## src/rtl/wr_full_ctrl_if.sv

```systemverilog
// Write-side status bus between the write-pointer counter/producer and wr_full_ctrl.
// Winc is a write request and W_en is its acceptance: a write happens on an edge only when both are high.
interface wr_full_ctrl_if #(
    parameter int ADDR_WIDTH = 3
);
    logic                  Winc;
    logic [ADDR_WIDTH:0]   write_addr;
    logic [ADDR_WIDTH:0]   rd_ptr_gray;
    logic                  W_en;
    logic                  FULL_flag;
    logic                  ALMOST_FULL;
    logic [ADDR_WIDTH:0]   wr_ptr_gray;
    logic [ADDR_WIDTH:0]   wr_level;

    modport master (
        output Winc, write_addr, rd_ptr_gray,
        input  W_en, FULL_flag, ALMOST_FULL, wr_ptr_gray, wr_level
    );

    modport slave (
        input  Winc, write_addr, rd_ptr_gray,
        output W_en, FULL_flag, ALMOST_FULL, wr_ptr_gray, wr_level
    );
endinterface

```

## src/rtl/wr_full_ctrl.sv

```systemverilog
// Write-domain status for the async FIFO: synchronises the read Gray pointer into W_CLK
// and produces registered full/almost-full, the Gray write pointer and the write-side fill level.
module wr_full_ctrl #(
    parameter int ADDR_WIDTH   = 3,
    parameter int SYNC_STAGES  = 2,
    parameter int AFULL_THRESH = 6
) (
    input  logic              W_CLK,
    input  logic              RST,
    wr_full_ctrl_if.slave     bus
);
    localparam int PW = ADDR_WIDTH + 1;
    localparam logic [PW-1:0] AFULL_LVL = AFULL_THRESH[PW-1:0];

    logic [PW-1:0] sync_q [SYNC_STAGES];
    logic [PW-1:0] rq_sync;
    logic [PW-1:0] rd_bin;
    logic [PW-1:0] wptr_next;
    logic [PW-1:0] wgray_next;
    logic [PW-1:0] full_cmp;
    logic [PW-1:0] level_next;

    function automatic logic [PW-1:0] gray2bin(input logic [PW-1:0] g);
        logic [PW-1:0] b;
        b[PW-1] = g[PW-1];
        for (int i = PW - 2; i >= 0; i--) begin
            b[i] = b[i+1] ^ g[i];
        end
        return b;
    endfunction

    // Plain flop chain, nothing combinational between stages.
    always_ff @(posedge W_CLK or negedge RST) begin
        if (!RST) begin
            for (int i = 0; i < SYNC_STAGES; i++) begin
                sync_q[i] <= '0;
            end
        end else begin
            sync_q[0] <= bus.rd_ptr_gray;
            for (int i = 1; i < SYNC_STAGES; i++) begin
                sync_q[i] <= sync_q[i-1];
            end
        end
    end

    assign rq_sync = sync_q[SYNC_STAGES-1];
    assign rd_bin  = gray2bin(rq_sync);

    assign bus.W_en = bus.Winc & ~bus.FULL_flag;

    // Mirrors the counter's own increment so registered outputs line up with write_addr.
    assign wptr_next  = bus.write_addr + {{ADDR_WIDTH{1'b0}}, bus.W_en};
    assign wgray_next = wptr_next ^ (wptr_next >> 1);
    assign full_cmp   = {~rq_sync[PW-1:PW-2], rq_sync[PW-3:0]};
    assign level_next = wptr_next - rd_bin;

    always_ff @(posedge W_CLK or negedge RST) begin
        if (!RST) begin
            bus.FULL_flag   <= 1'b0;
            bus.ALMOST_FULL <= 1'b0;
            bus.wr_ptr_gray <= '0;
            bus.wr_level    <= '0;
        end else begin
            bus.FULL_flag   <= (wgray_next == full_cmp);
            bus.ALMOST_FULL <= (level_next >= AFULL_LVL);
            bus.wr_ptr_gray <= wgray_next;
            bus.wr_level    <= level_next;
        end
    end
endmodule

```

## src/flat_wrapper.sv

```systemverilog
// flat-port wrapper written by rule: the top's interface ports become plain ports
module wr_full_ctrl_flat 
#(
    parameter int ADDR_WIDTH   = 3,
    parameter int SYNC_STAGES  = 2,
    parameter int AFULL_THRESH = 6
)
  (W_CLK, RST, bus_Winc, bus_write_addr, bus_rd_ptr_gray, bus_W_en, bus_FULL_flag, bus_ALMOST_FULL, bus_wr_ptr_gray, bus_wr_level);
  wr_full_ctrl_if #(.ADDR_WIDTH(ADDR_WIDTH)) bus_i ();
  input  logic W_CLK;
  input  logic RST;
  input wire logic [$bits(bus_i.Winc)-1:0] bus_Winc;
  input wire logic [$bits(bus_i.write_addr)-1:0] bus_write_addr;
  input wire logic [$bits(bus_i.rd_ptr_gray)-1:0] bus_rd_ptr_gray;
  output wire logic [$bits(bus_i.W_en)-1:0] bus_W_en;
  output wire logic [$bits(bus_i.FULL_flag)-1:0] bus_FULL_flag;
  output wire logic [$bits(bus_i.ALMOST_FULL)-1:0] bus_ALMOST_FULL;
  output wire logic [$bits(bus_i.wr_ptr_gray)-1:0] bus_wr_ptr_gray;
  output wire logic [$bits(bus_i.wr_level)-1:0] bus_wr_level;
  assign bus_i.Winc = bus_Winc;
  assign bus_i.write_addr = bus_write_addr;
  assign bus_i.rd_ptr_gray = bus_rd_ptr_gray;
  assign bus_W_en = bus_i.W_en;
  assign bus_FULL_flag = bus_i.FULL_flag;
  assign bus_ALMOST_FULL = bus_i.ALMOST_FULL;
  assign bus_wr_ptr_gray = bus_i.wr_ptr_gray;
  assign bus_wr_level = bus_i.wr_level;
  wr_full_ctrl #(.ADDR_WIDTH(ADDR_WIDTH), .SYNC_STAGES(SYNC_STAGES), .AFULL_THRESH(AFULL_THRESH)) u_core (.W_CLK(W_CLK), .RST(RST), .bus(bus_i));
endmodule
```

## config.mk

```make
export PLATFORM = sky130hd
export DESIGN_NAME = wr_full_ctrl_flat
export DESIGN_NICKNAME = d
export VERILOG_FILES = /design/src/rtl/wr_full_ctrl_if.sv /design/src/rtl/wr_full_ctrl.sv /design/src/flat_wrapper.sv
export SDC_FILE = /design/constraint.sdc
export NUM_CORES = 1
export LEC_CHECK = 0
export ABC_AREA = 1
export CAP_MARGIN = 20
export CORE_UTILIZATION = 46
export CTS_CLUSTER_DIAMETER = 30
export DETAILED_ROUTE_END_ITERATION = 8
export HOLD_SLACK_MARGIN = 0.08
export PLACE_DENSITY = 0.87
export REMOVE_ABC_BUFFERS = 1
export SLEW_MARGIN = 30
export SYNTH_ARGS = -nofsm -noshare
export SYNTH_HDL_FRONTEND = slang
export SYNTH_SLANG_ARGS = --single-unit
```

## constraint.sdc

```tcl
create_clock -name W_CLK -period 2.5 [get_ports W_CLK]
set_input_delay 0.5 -clock W_CLK [delete_from_list [all_inputs] [get_ports W_CLK]]
set_output_delay 0.5 -clock W_CLK [all_outputs]
set_load 0.02 [all_outputs]
```

== Yosys cells after proc, flatten, opt, wreduce, memory -nomap -nowiden ==
Index checks and enable logic that the tools add are counted.

* Output and inout bits: 11
* Word-level logic and storage cells: 17
* Register bits: 18

* Bitwise operators: 7
* Add/subtract/negate cells: 2
* Equality and inequality tests: 1
* $lt $le $gt $ge: 1

{| class="wikitable"
|+ Operators by type and width
! kind !! number
|-
| 4-bit by 1-bit adder with 4-bit output || 1
|-
| 4-bit == test || 1
|-
| 4-bit by 3-bit >= comparator with 1-bit output (second input constant) || 1
|-
| 4-bit subtractor || 1
|-
| 4-bit by 3-bit XOR with 4-bit output || 1
|-
| 1-bit XOR || 3
|-
| 2-bit inverter || 1
|-
| 1-bit bitwise AND || 1
|-
| 1-bit inverter || 1
|}

== Logic depth before layout (Yosys ltp) ==
* Depth after elaboration: 5
* Gate-level depth with buffers: 12
* Mapped depth without buffers: 12

== Worst setup path after synthesis ==
Ideal clock, no wire load.

* Kind: input -> register
* Start point: input port bus_Winc
* End point: register u_core.bus.ALMOST_FULL
* Data arrival time: 2136 ps
* Stages on the path: 12
* Slack: 238 ps
* Cells stage by stage: inv_1 nor2_1 ha_1 ha_1 inv_1 nand2_1 nand2_1 ha_1 a21oi_1 inv_1 nand2_1 nand3_1

* Cells in the longest elaborated chain, start to end: 4

{| class="wikitable"
|+ Ends and longest elaborated chain
! element !! line !! text
|-
| start: declaration || flat_wrapper.sv:12 || <nowiki>input wire logic [$bits(bus_i.Winc)-1:0] bus_Winc;</nowiki>
|-
| 1-bit bitwise AND || wr_full_ctrl.sv:49 || <nowiki>assign bus.W_en = bus.Winc & ~bus.FULL_flag;</nowiki>
|-
| net bus_W_en || flat_wrapper.sv:15 || <nowiki>output wire logic [$bits(bus_i.W_en)-1:0] bus_W_en;</nowiki>
|-
| 4-bit by 1-bit adder with 4-bit output || wr_full_ctrl.sv:52 || <nowiki>assign wptr_next = bus.write_addr + {{ADDR_WIDTH{1'b0}}, bus.W_en};</nowiki>
|-
| 4-bit subtractor || wr_full_ctrl.sv:55 || <nowiki>assign level_next = wptr_next - rd_bin;</nowiki>
|-
| 4-bit by 3-bit >= comparator with 1-bit output || wr_full_ctrl.sv:65 || <nowiki>bus.ALMOST_FULL <= (level_next >= AFULL_LVL);</nowiki>
|-
| end signal: assignment || wr_full_ctrl.sv:65 ||
|-
| end: declaration || wr_full_ctrl_if.sv:22 || <nowiki>output W_en, FULL_flag, ALMOST_FULL, wr_ptr_gray, wr_level</nowiki>
|}

The timed path passes the listed nets, and every way through them passes these cells.

== Worst setup path after layout ==
* Start point: input port bus_Winc
* End point: register u_core.bus.ALMOST_FULL

* Cells in the longest elaborated chain, start to end: 4

{| class="wikitable"
|+ Ends and longest elaborated chain
! element !! line
|-
| 1-bit bitwise AND || wr_full_ctrl.sv:49
|-
| 4-bit by 1-bit adder with 4-bit output || wr_full_ctrl.sv:52
|-
| 4-bit subtractor || wr_full_ctrl.sv:55
|-
| 4-bit by 3-bit >= comparator with 1-bit output || wr_full_ctrl.sv:65
|}

Every way passes these cells.

==> flow_metrics.env <==
export IMPL_drt_total_wl_mm=1.498
export IMPL_die_area_mm2=0.001986
export IMPL_start_util=0.4879
export IMPL_core_area_mm2=0.001708
export IMPL_run_status="completed"
export IMPL_setup_ws_ns=0.2180
export IMPL_synth_commonest_cells="22 x nand2_1, 18 x dfrtp_1, 15 x inv_1"
export IMPL_dpl_hpwl_mm=1.224
export IMPL_clock_sinks=18
export IMPL_gp_congestion=0.8020
export IMPL_final_min_clock_period_ns=2.282
export IMPL_cp_top_family="adder cells"
export IMPL_fmax_ghz=0.4382
export IMPL_cts_made_buffers=3
export IMPL_start_kind="input pin"
export IMPL_vias_per_cell=4.849
export IMPL_clock_path_buffers=2
export IMPL_synth_cell_types=15
export IMPL_finalMaxSlewViolations=0
export IMPL_ys_flop_type="dfrtp_1"
export IMPL_grt_max_degree=19
export IMPL_firstDrtPassIters=4
export IMPL_clock_skew_ns=0.002149
export IMPL_drtAntennaViolNets=0
export IMPL_clk_latency_ns=0.29
export IMPL_dp_cells=135
export IMPL_drcViolationCount=0
export IMPL_fin_area_mm2=0.001140
export IMPL_power_mw=0.8240
export IMPL_fill_cells=126
export IMPL_grt_pass1_vias=601
export IMPL_crit_buf_inv=4
export IMPL_rrSetupSlack_ns=0.41
export IMPL_layout_drive_gt1_share=0.1053
export IMPL_synth_enable_flop_cells=0
export IMPL_final_cells=139
export IMPL_gr_total_overflow=0
export IMPL_io_pins=22
export IMPL_pwr_density_cell_mw_per_mm2=722.9
export IMPL_routedWlPerCell_um=10.78
export IMPL_synth_cells=86
export IMPL_ir_drop_uv=460.9
export IMPL_ys_ff_latch=18
export IMPL_die_x_um=44.56
export IMPL_root_buffer="clkbuf_4"
export IMPL_layout_area_seq_um2=450.4
export IMPL_startpoint="bus_Winc"
export IMPL_rr_startpoint="u_core.rq_sync[3]"
export IMPL_path_class="in -> reg"
export IMPL_crit_path_max_incr_delay_ns=0.45
export IMPL_min_from="u_core.sync_q[7]"
export IMPL_maxCapViolCount=0
export IMPL_path_max_fanout=3
export IMPL_worst_pin_slew_ns=0.7259
export IMPL_final_setup_viol_count=0
export IMPL_syn_to_final_growth_pct=36.79
export IMPL_path_cells="clkdlybuf4s50_1 > inv_1 > nor2_1 > ha_2 > ha_1 > inv_1 > nand2_1 > nand2_1 > ha_1 > a21oi_2 > inv_1 > nand2_1 > nand3_1"
export IMPL_drt_initial_drc_count=18
export IMPL_holdBufCountCts=0
export IMPL_cp_arrival_ns=2.47
export IMPL_critPathRequiredTime_ns=2.68
export IMPL_multi_input_area_um2=332.8
export IMPL_cts_tree="built"
export IMPL_syn_area_per_cell_um2=9.690
export IMPL_via_count=674
export IMPL_grt_pass1_wl_mm=2.380
export IMPL_grt_setup_unrepaired="false"
export IMPL_post_place_ws_ns=-0.1090
export IMPL_syn_area_um2=833.3
export IMPL_synth_top_area_cell="dfrtp_1"
export IMPL_insertedDiodeCount=0
export IMPL_yosysTopAreaCellShare=0.5405
export IMPL_worst_path_max_delay_cell="clkdlybuf4s50_1"
export IMPL_fin_nets=132
export IMPL_synth_most_common_cell="nand2_1"
export IMPL_hold_viol_final=0
export IMPL_die_h_um=44.56
export IMPL_portBuffers=21
export IMPL_end_kind="register"
export IMPL_fin_crit_sh=0.9128
export IMPL_grt_usage=0.1705
export IMPL_ys_warn_count=0
export IMPL_seq_area_frac_synth=0.5405
export IMPL_path_clk_slew_ns=0.10
export IMPL_htree_levels=1
export IMPL_hold_path_class="reg -> reg"
export IMPL_netlist_top_cells_area="dfrtp_1 54%, nand2_1 9.9%, nand3_1 8.4%, ha_1 7.5%, inv_1 6.8%"
export IMPL_slew_headroom=0.5146
export IMPL_fp_row_count=15
export IMPL_placed_area_mm2=0.001097
export IMPL_p_leak_nw=0.5855
export IMPL_whs_ns=0.3573
export IMPL_synth_async_reset_ratio=1.000
export IMPL_grt_antenna_before_repair=0
[what timing repair did]
action	in CTS	in global routing
endpoints found under the setup margin	0	2
resized for setup	0	2
setup buffers	0	0
[worst paths after layout]
| path | depth (start not counted) | end |
|---|---|---|
| worst max-delay path | 13 | u_core.bus.ALMOST_FULL |
| worst min-delay path | 0 | u_core.rq_sync[3] |
| worst max register to register | 8 | u_core.bus.ALMOST_FULL |
| worst min register to register | 0 | u_core.rq_sync[3] |
| max in group asynchronous | 1 | u_core.sync_q[7] |
| min in group asynchronous | 1 | u_core.bus.FULL_flag |
[per-layer routing]
metal	vias up	wire length [µm]	part of all wire	GRT usage
li1	324	-	-	-
met1	326	580	0.39	0.1782
met2	22	831	0.55	0.3235
met3	2	74	0.049	0.03673
met4	0	12	0.0080	0.07273
met5	-	0	0	0
[metrics by stage]
step,util,TNS (ns)
finish,0.6674,0
global route,0.6674,0
CTS,0.6637,0
detailed placement,0.6425,-0.2254
global placement,0.6425,-0.04551
floorplan,-,0
[cells by family after synthesis]
kind of cell / after synthesis / synth area share
adders and majority gates: 6 / 0.09910
DFF: 18 / 0.5405
and+or+nand+nor: 40 / 0.2072
xor gates and xnor gates: 5 / 0.07059
buffers and inverters: 15 / 0.06756
AOI/OAI and AO/OA: 2 / 0.01501
[where the power goes]
part	switching (mW)	total, mW	internal [mW]
registers	0.0135	0.349	0.336
logic	0.154	0.297	0.143
clock network	0.0894	0.178	0.0887
[area by class of cell]
type	count	area share
sequential	18	0.3952
multi-input combinational	53	0.2920
timing repair buffer	24	0.2042
inverter	15	0.04940
clock buffer	4	0.03183
tap	25	0.02744
[sequential cells by signal, summed over array words and instances, names as in the netlist]
| signal | flops |
|---|---|
| u_core.bus.wr_level | 4 |
| u_core.bus.wr_ptr_gray | 4 |
| u_core.rq_sync | 4 |
| u_core.sync_q | 4 |
| u_core.bus.ALMOST_FULL | 1 |
| u_core.bus.FULL_flag | 1 |
[layout by cell type, fill, tap and decap left out, types with 2 or more instances in the layout]
cell / count
nor2_1: 2
dfrtp_1: 18
ha_1: 4
clkbuf_4: 3
xor2_1: 2
inv_1: 15
clkdlybuf4s50_1: 21
nand2_1: 22
buf_4: 3
nand3_1: 14
Note: power is estimated with default switching activity, not from simulation.
